===== config.mk =====
export PLATFORM = sky130hd
export DESIGN_NAME = rv_bus_sequencer
export DESIGN_NICKNAME = d
export VERILOG_FILES = /design/src/rtl/rv_bus_sequencer.sv
export SDC_FILE = /design/constraint.sdc
export NUM_CORES = 1
export LEC_CHECK = 0
export ABC_AREA = 0
export BUFFER_PORTS_ARGS = -buffer_cell sky130_fd_sc_hd__buf_2
export CAP_MARGIN = 25
export CORE_AREA = 2 2 131 133
export DETAILED_ROUTE_END_ITERATION = 10
export DIE_AREA = 0 0 133 135
export GPL_ROUTABILITY_DRIVEN = 1
export PLACE_DENSITY_LB_ADDON = 0.2
export REMOVE_ABC_BUFFERS = 1
export SYNTH_ARGS = -nofsm -noshare
export SYNTH_HDL_FRONTEND = slang
export SYNTH_SLANG_ARGS = --single-unit

===== constraint.sdc =====
create_clock -name clk -period 2.8 [get_ports clk]
set_clock_uncertainty 0.15 [all_clocks]
set_input_delay 0 -clock clk [delete_from_list [all_inputs] [get_ports clk]]
set_output_delay 0 -clock clk [all_outputs]
set_load 0.05 [all_outputs]

===== src/rtl/rv_bus_sequencer.sv =====
// Multi-cycle FETCH/EXEC/MEM/WB sequencer that shares one memory bus between fetch and load/store.
// Optional wait-state timeout with a sticky FAULT state: define RV_BUS_SEQUENCER_TIMEOUT_EN.
module rv_bus_sequencer #(
  parameter logic [31:0] RESET_PC       = 32'h0000_0000,
  parameter logic [2:0]  FETCH_LENGTH   = 3'b010,
  parameter int          TIMEOUT_CYCLES = 16
) (
  input  logic        clk,
  input  logic        reset,
  output logic        mem_req,
  input  logic        mem_ready,
  output logic [31:0] mem_address,
  output logic [31:0] mem_wr_data,
  output logic        mem_wr_enable,
  output logic [2:0]  mem_write_length,
  input  logic [31:0] mem_read_data,
  output logic [31:0] instruction,
  output logic [31:0] pc,
  input  logic [31:0] pc_next_in,
  input  logic [31:0] dp_bus_address,
  input  logic [31:0] dp_bus_wr_data,
  input  logic        dp_bus_wr_enable,
  input  logic [2:0]  dp_bus_write_length,
  output logic [31:0] dp_bus_read_data,
  output logic        commit,
  output logic [31:0] instret,
  output logic        fault
);

  localparam logic [6:0]  OPC_LOAD  = 7'b0000011;
  localparam logic [6:0]  OPC_STORE = 7'b0100011;
  localparam logic [31:0] NOP_INSTR = 32'h0000_0013;

  typedef enum logic [2:0] {
    ST_FETCH,
    ST_EXEC,
    ST_MEM,
    ST_WB
`ifdef RV_BUS_SEQUENCER_TIMEOUT_EN
    , ST_FAULT
`endif
  } state_t;

  state_t      state_q, state_d;
  logic [31:0] pc_q, pc_d;
  logic [31:0] instr_q, instr_d;
  logic [31:0] rdata_q, rdata_d;
  logic [31:0] instret_q, instret_d;
  logic        is_load, is_mem_op;
  logic        unused_bits;

`ifdef RV_BUS_SEQUENCER_TIMEOUT_EN
  localparam logic [7:0] TIMEOUT_LIMIT = 8'(TIMEOUT_CYCLES);
  logic [7:0] wait_q, wait_d;
`endif

  assign is_load   = (instr_q[6:0] == OPC_LOAD);
  assign is_mem_op = is_load || (instr_q[6:0] == OPC_STORE);

  always_ff @(posedge clk) begin
    if (reset) begin
      state_q   <= ST_FETCH;
      pc_q      <= RESET_PC;
      instr_q   <= NOP_INSTR;
      rdata_q   <= '0;
      instret_q <= '0;
`ifdef RV_BUS_SEQUENCER_TIMEOUT_EN
      wait_q    <= '0;
`endif
    end else begin
      state_q   <= state_d;
      pc_q      <= pc_d;
      instr_q   <= instr_d;
      rdata_q   <= rdata_d;
      instret_q <= instret_d;
`ifdef RV_BUS_SEQUENCER_TIMEOUT_EN
      wait_q    <= wait_d;
`endif
    end
  end

  // Bus outputs and commit are suppressed while reset is held so an abandoned
  // transfer drops mem_req in the cycle after the reset edge.
  always_comb begin
    state_d          = state_q;
    pc_d             = pc_q;
    instr_d          = instr_q;
    rdata_d          = rdata_q;
    instret_d        = instret_q;
    mem_req          = 1'b0;
    mem_address      = '0;
    mem_wr_data      = '0;
    mem_wr_enable    = 1'b0;
    mem_write_length = '0;
    commit           = 1'b0;
`ifdef RV_BUS_SEQUENCER_TIMEOUT_EN
    wait_d           = '0;
`endif
    if (!reset) begin
      case (state_q)
        ST_FETCH: begin
          mem_req          = 1'b1;
          mem_address      = pc_q;
          mem_write_length = FETCH_LENGTH;
          if (mem_ready) begin
            instr_d = mem_read_data;
            state_d = ST_EXEC;
          end
`ifdef RV_BUS_SEQUENCER_TIMEOUT_EN
          else begin
            wait_d = wait_q + 8'd1;
            if (wait_d == TIMEOUT_LIMIT) state_d = ST_FAULT;
          end
`endif
        end
        ST_EXEC: begin
          state_d = is_mem_op ? ST_MEM : ST_WB;
        end
        ST_MEM: begin
          mem_req          = 1'b1;
          mem_address      = dp_bus_address;
          mem_wr_data      = dp_bus_wr_data;
          mem_wr_enable    = dp_bus_wr_enable;
          mem_write_length = dp_bus_write_length;
          if (mem_ready) begin
            if (is_load) rdata_d = mem_read_data;
            state_d = ST_WB;
          end
`ifdef RV_BUS_SEQUENCER_TIMEOUT_EN
          else begin
            wait_d = wait_q + 8'd1;
            if (wait_d == TIMEOUT_LIMIT) state_d = ST_FAULT;
          end
`endif
        end
        ST_WB: begin
          commit    = 1'b1;
          pc_d      = {pc_next_in[31:2], 2'b00};
          instret_d = instret_q + 32'd1;
          state_d   = ST_FETCH;
        end
        default: state_d = state_q;
      endcase
    end
  end

`ifdef RV_BUS_SEQUENCER_TIMEOUT_EN
  assign fault       = !reset && (state_q == ST_FAULT);
  assign unused_bits = ^pc_next_in[1:0];
`else
  assign fault       = 1'b0;
  assign unused_bits = ^{pc_next_in[1:0], 8'(TIMEOUT_CYCLES)};
`endif

  assign instruction      = instr_q;
  assign pc               = pc_q;
  assign dp_bus_read_data = rdata_q;
  assign instret          = instret_q;

endmodule

==> results.txt <==
The run finished with clean final reports. The first-iteration detailed-routing DRC count is 296. In the final routed layout, each cell accounts on average for 14.7 um.

In the layout the commonest cells are 327 x sky130_fd_sc_hd__buf_2, 128 x sky130_fd_sc_hd__dfxtp_1, 111 x sky130_fd_sc_hd__nor2_1. The area taken by flip-flops and latches came out at 2560 um2. The arrival time of data at the critical path endpoint came out at 2.36 ns. The worst setup timing slack at the placement stage came out at 0.627 ns.

The clock reaches the later pin of the worst-skew pair after 0.41 ns. The vertical die dimension is 135 um. The post-detailed-placement cell area is 7400 um2. The tightest hold margin is 0.198 ns. The total of warnings raised by yosys is 0. Summed over all cells, the static leakage comes to between 4 and 5 nW. The worst setup path is captured at an output port. The floorplan has 47 rows.

The first detailed-routing pass ran for 5 iterations. The actual transition at the worst max-transition pin came out at between 0.6 and 0.7 ns. No sink is reached through more buffers than the 2 on the longest clock path. The number of cells on the worst reg-to-reg path is 5.

The initial antenna violation count is 0. The endpoint of the worst register-to-register path is pc[20]. The overall overflow remaining after global route came out at 0. The highest achievable clock rate is 398 MHz. After routing, the total negative slack on setup checks comes to 0 ns. The routed layout has 5977 vias.

For hold timing, the worst endpoint is pc[5]. The final cell area excluding filler cells is 8780 um2. The starting density of the core came out at 0.342. The final net count came out at 1170. The CTS tree is built. Summing every instance area after synthesis gives 5610 um2. The final max-slew violation count came out at 0.

The filler cells instantiated in the layout total 1560. The setup slack of the worst register-to-register path is 0.37 ns. The critical path in this run is classified as reg2out. The number of DRC violations after detailed routing is 0. The reg-to-reg critical path startpoint is state_q[0]. Entering global routing, the biggest net connects 82 pins.

The floorplan die area is around 18000 um2. After technology mapping, the gate count stands at 654. Port buffering added 328 buffers. In this run the worst path has a maximum fanout of 37. The total CTS buffers is 17. The final design utilization came out at 0.535.

In this run the tightest slew margin relative to its limit is 0.598. In this run the number of H-tree levels came out at 4. The via count of the first global-routing pass is 5442. The routed wire length came out at 18.6 mm. The cell at the root of the clock tree is sky130_fd_sc_hd__clkbuf_16. In this run the worst setup path begins at state_q[0]. The power density over the cells came out at 762 nW/um2. The sequential share of the synthesized area came out at 0.457.

The number of standard cells in the layout, taps in and fillers out came out at ~1300. The clock-pin transition on the worst setup and hold timing paths is 0.06 ns. During I/O placement, the number of pins put on the boundary was 334. The final hold violation count was 0. The critical path data required time came out at 2.65 ns. In this run the most critical hold path is launched from pc_next_in[5]. The design draws between 6 and 7 mW. In the final layout, the multi-input gates occupy 2810 um2.

The worst hold path passes through 4 cells. The die is 133 um wide. Synthesis inferred between 100 and 150 register bits.

In the final layout, the share of cells above drive strength 1 is 0.359. The layout overhead on the synthesized area came out at 56.5%. The placeable core region came out at around 16000 um2. The worst vdd rail ir drop came out at ~430 uV. Setup repair after global routing left no endpoint under its margin.

The post-route minimum period is 2.51 ns. The total instance count after detailed placement is about 1200. The most common cell after layout, fill and taps aside is sky130_fd_sc_hd__buf_2. The kind of start point of the critical path is a register.

The critical path goes through inv_1, ha_1, buf_4, nor2b_1, buf_4, and2_1, buf_2. The number of antenna cells inserted is 0. The first global-routing pass estimated 28.3 mm of wire. The final period utilization came out at 0.897. The slowest library cell on the worst path is sky130_fd_sc_hd__buf_4. The number of different library cells used by synthesis comes to 33. On the worst path, the slowest cell contributes a delay of ~0.38 ns. For this run, the total global-route usage over all layers was measured as 0.196. Setup violations remaining at the end of the flow were counted as 0. The post-DP HPWL came out at approximately 13 mm. The vias per cell came out at 4.73. The sink count of the clock tree is about 130.

The most frequent cell on the critical path is sky130_fd_sc_hd__buf_4. A synthesized cell averages 8.58 um2. The post-detailed-route count of antenna-violating nets came out at 0. After layout, the worst setup slack is 0.289 ns. In this run the worst hold path is classified as in2reg. The last weighted congestion value of the routability-driven placer is 0.755. The max-cap violation count came out at 0.
## cells in the mapped netlist
cell	n	share of area
sky130_fd_sc_hd__or4_1	13	0.017
sky130_fd_sc_hd__conb_1	1	0.00067
sky130_fd_sc_hd__a21oi_1	50	0.045
sky130_fd_sc_hd__nand3_1	8	0.0071
sky130_fd_sc_hd__or3_1	8	0.0089
sky130_fd_sc_hd__inv_1	3	0.0020
sky130_fd_sc_hd__a21boi_0	1	0.0013
sky130_fd_sc_hd__buf_2	6	0.0054
sky130_fd_sc_hd__and4_1	5	0.0078
sky130_fd_sc_hd__ha_1	5	0.011
sky130_fd_sc_hd__and2_1	39	0.043
sky130_fd_sc_hd__nor4bb_1	1	0.0018
sky130_fd_sc_hd__nand2_1	74	0.049
sky130_fd_sc_hd__nand4_4	1	0.0038
sky130_fd_sc_hd__buf_6	1	0.0020
sky130_fd_sc_hd__nand3b_1	3	0.0040
sky130_fd_sc_hd__nand3_2	1	0.0018
sky130_fd_sc_hd__and4_4	1	0.0020
sky130_fd_sc_hd__o31ai_1	13	0.017
sky130_fd_sc_hd__dfxtp_1	128	0.46
sky130_fd_sc_hd__o21ai_0	8	0.0071
sky130_fd_sc_hd__xnor2_1	2	0.0031
sky130_fd_sc_hd__nor2b_1	3	0.0033
sky130_fd_sc_hd__buf_4	5	0.0067
sky130_fd_sc_hd__a22oi_1	30	0.040
sky130_fd_sc_hd__clkbuf_1	37	0.025
sky130_fd_sc_hd__clkbuf_2	1	0.00089
sky130_fd_sc_hd__mux2i_1	64	0.11
sky130_fd_sc_hd__nand4_1	12	0.013
sky130_fd_sc_hd__nor2_1	111	0.074
sky130_fd_sc_hd__buf_1	5	0.0033
sky130_fd_sc_hd__xor2_1	10	0.016
sky130_fd_sc_hd__and3_1	4	0.0045
## repair_timing
action,CTS,global route
buffers inserted,0,0
hold buffers,72,0
gates resized for setup,0,0
hold endpoints to repair,107,0
## cell type report
type	count	share of cell area
Clock inverter	14	0.0256
Multi-Input combinational cell	470	0.319
Timing Repair Buffer	410	0.281
Clock buffer	18	0.0500
Tap cell	220	0.0313
Inverter	3	0.00128
Sequential cell	128	0.292
## critical path: cells and delay by family (launching register included)
family        cells  cell delay [ns]
buf+inv           4             1.03
fa+ha+maj         1             0.16
flops             1             0.37
simple gates      2             0.38
## sequential cells by signal, summed over array words and instances (netlist names)
register,flops
instret,32
instruction,32
state_q,2
dp_bus_read_data,32
pc,30
## worst max-delay path by stage
| stage | cells past startpoint | endpoint | slack [ns] |
|---|---|---|---|
| after floorplan | 5 | dp_bus_read_data[0] | -0.63 |
| after global placement | 5 | instret[22] | 0.69 |
| after detailed placement | 5 | instret[31] | 0.63 |
| after CTS | 7 | mem_wr_data[23] | 0.27 |
| after global routing | 7 | mem_wr_data[23] | 0.08 |
| final | 7 | mem_wr_data[23] | 0.29 |
## logic make-up (layout without fill, tap and decap cells)
kind of cell             count (synthesis)  in the layout  synth area share
AO/OA/AOI/OAI                          102            102             0.111
XOR/XNOR                                12             12            0.0187
adder cells (fa/ha/maj)                  5              5            0.0111
buffers and inverters                   58            445            0.0450
flip-flops                             128            128             0.457
multiplexers                            64             64             0.114
other                                    1              3          0.000668
AND/OR/NAND/NOR                        284            284             0.243
## layer usage
| layer | wire length (um) | vias to the layer above | track usage |
|---|---|---|---|
| met5 | 0 | - | 0 |
| met4 | 295 | 0 | 0.0657 |
| met3 | 905 | 23 | 0.0387 |
| met2 | 8790 | 186 | 0.314 |
| met1 | 8580 | 2764 | 0.265 |
| li1 | - | 3004 | - |
## where the power goes
group / total, mW / internal [mW] / leakage, nW / switching, mW
Combinational: 2.17 / 0.592 / 3.04 / 1.57
Clock: 2.48 / 1.62 / 0.326 / 0.860
Sequential: 2.04 / 1.96 / 1.04 / 0.0872
Total: 6.69 / 4.17 / 4.41 / 2.52
Power figures use the tool's default switching activity.
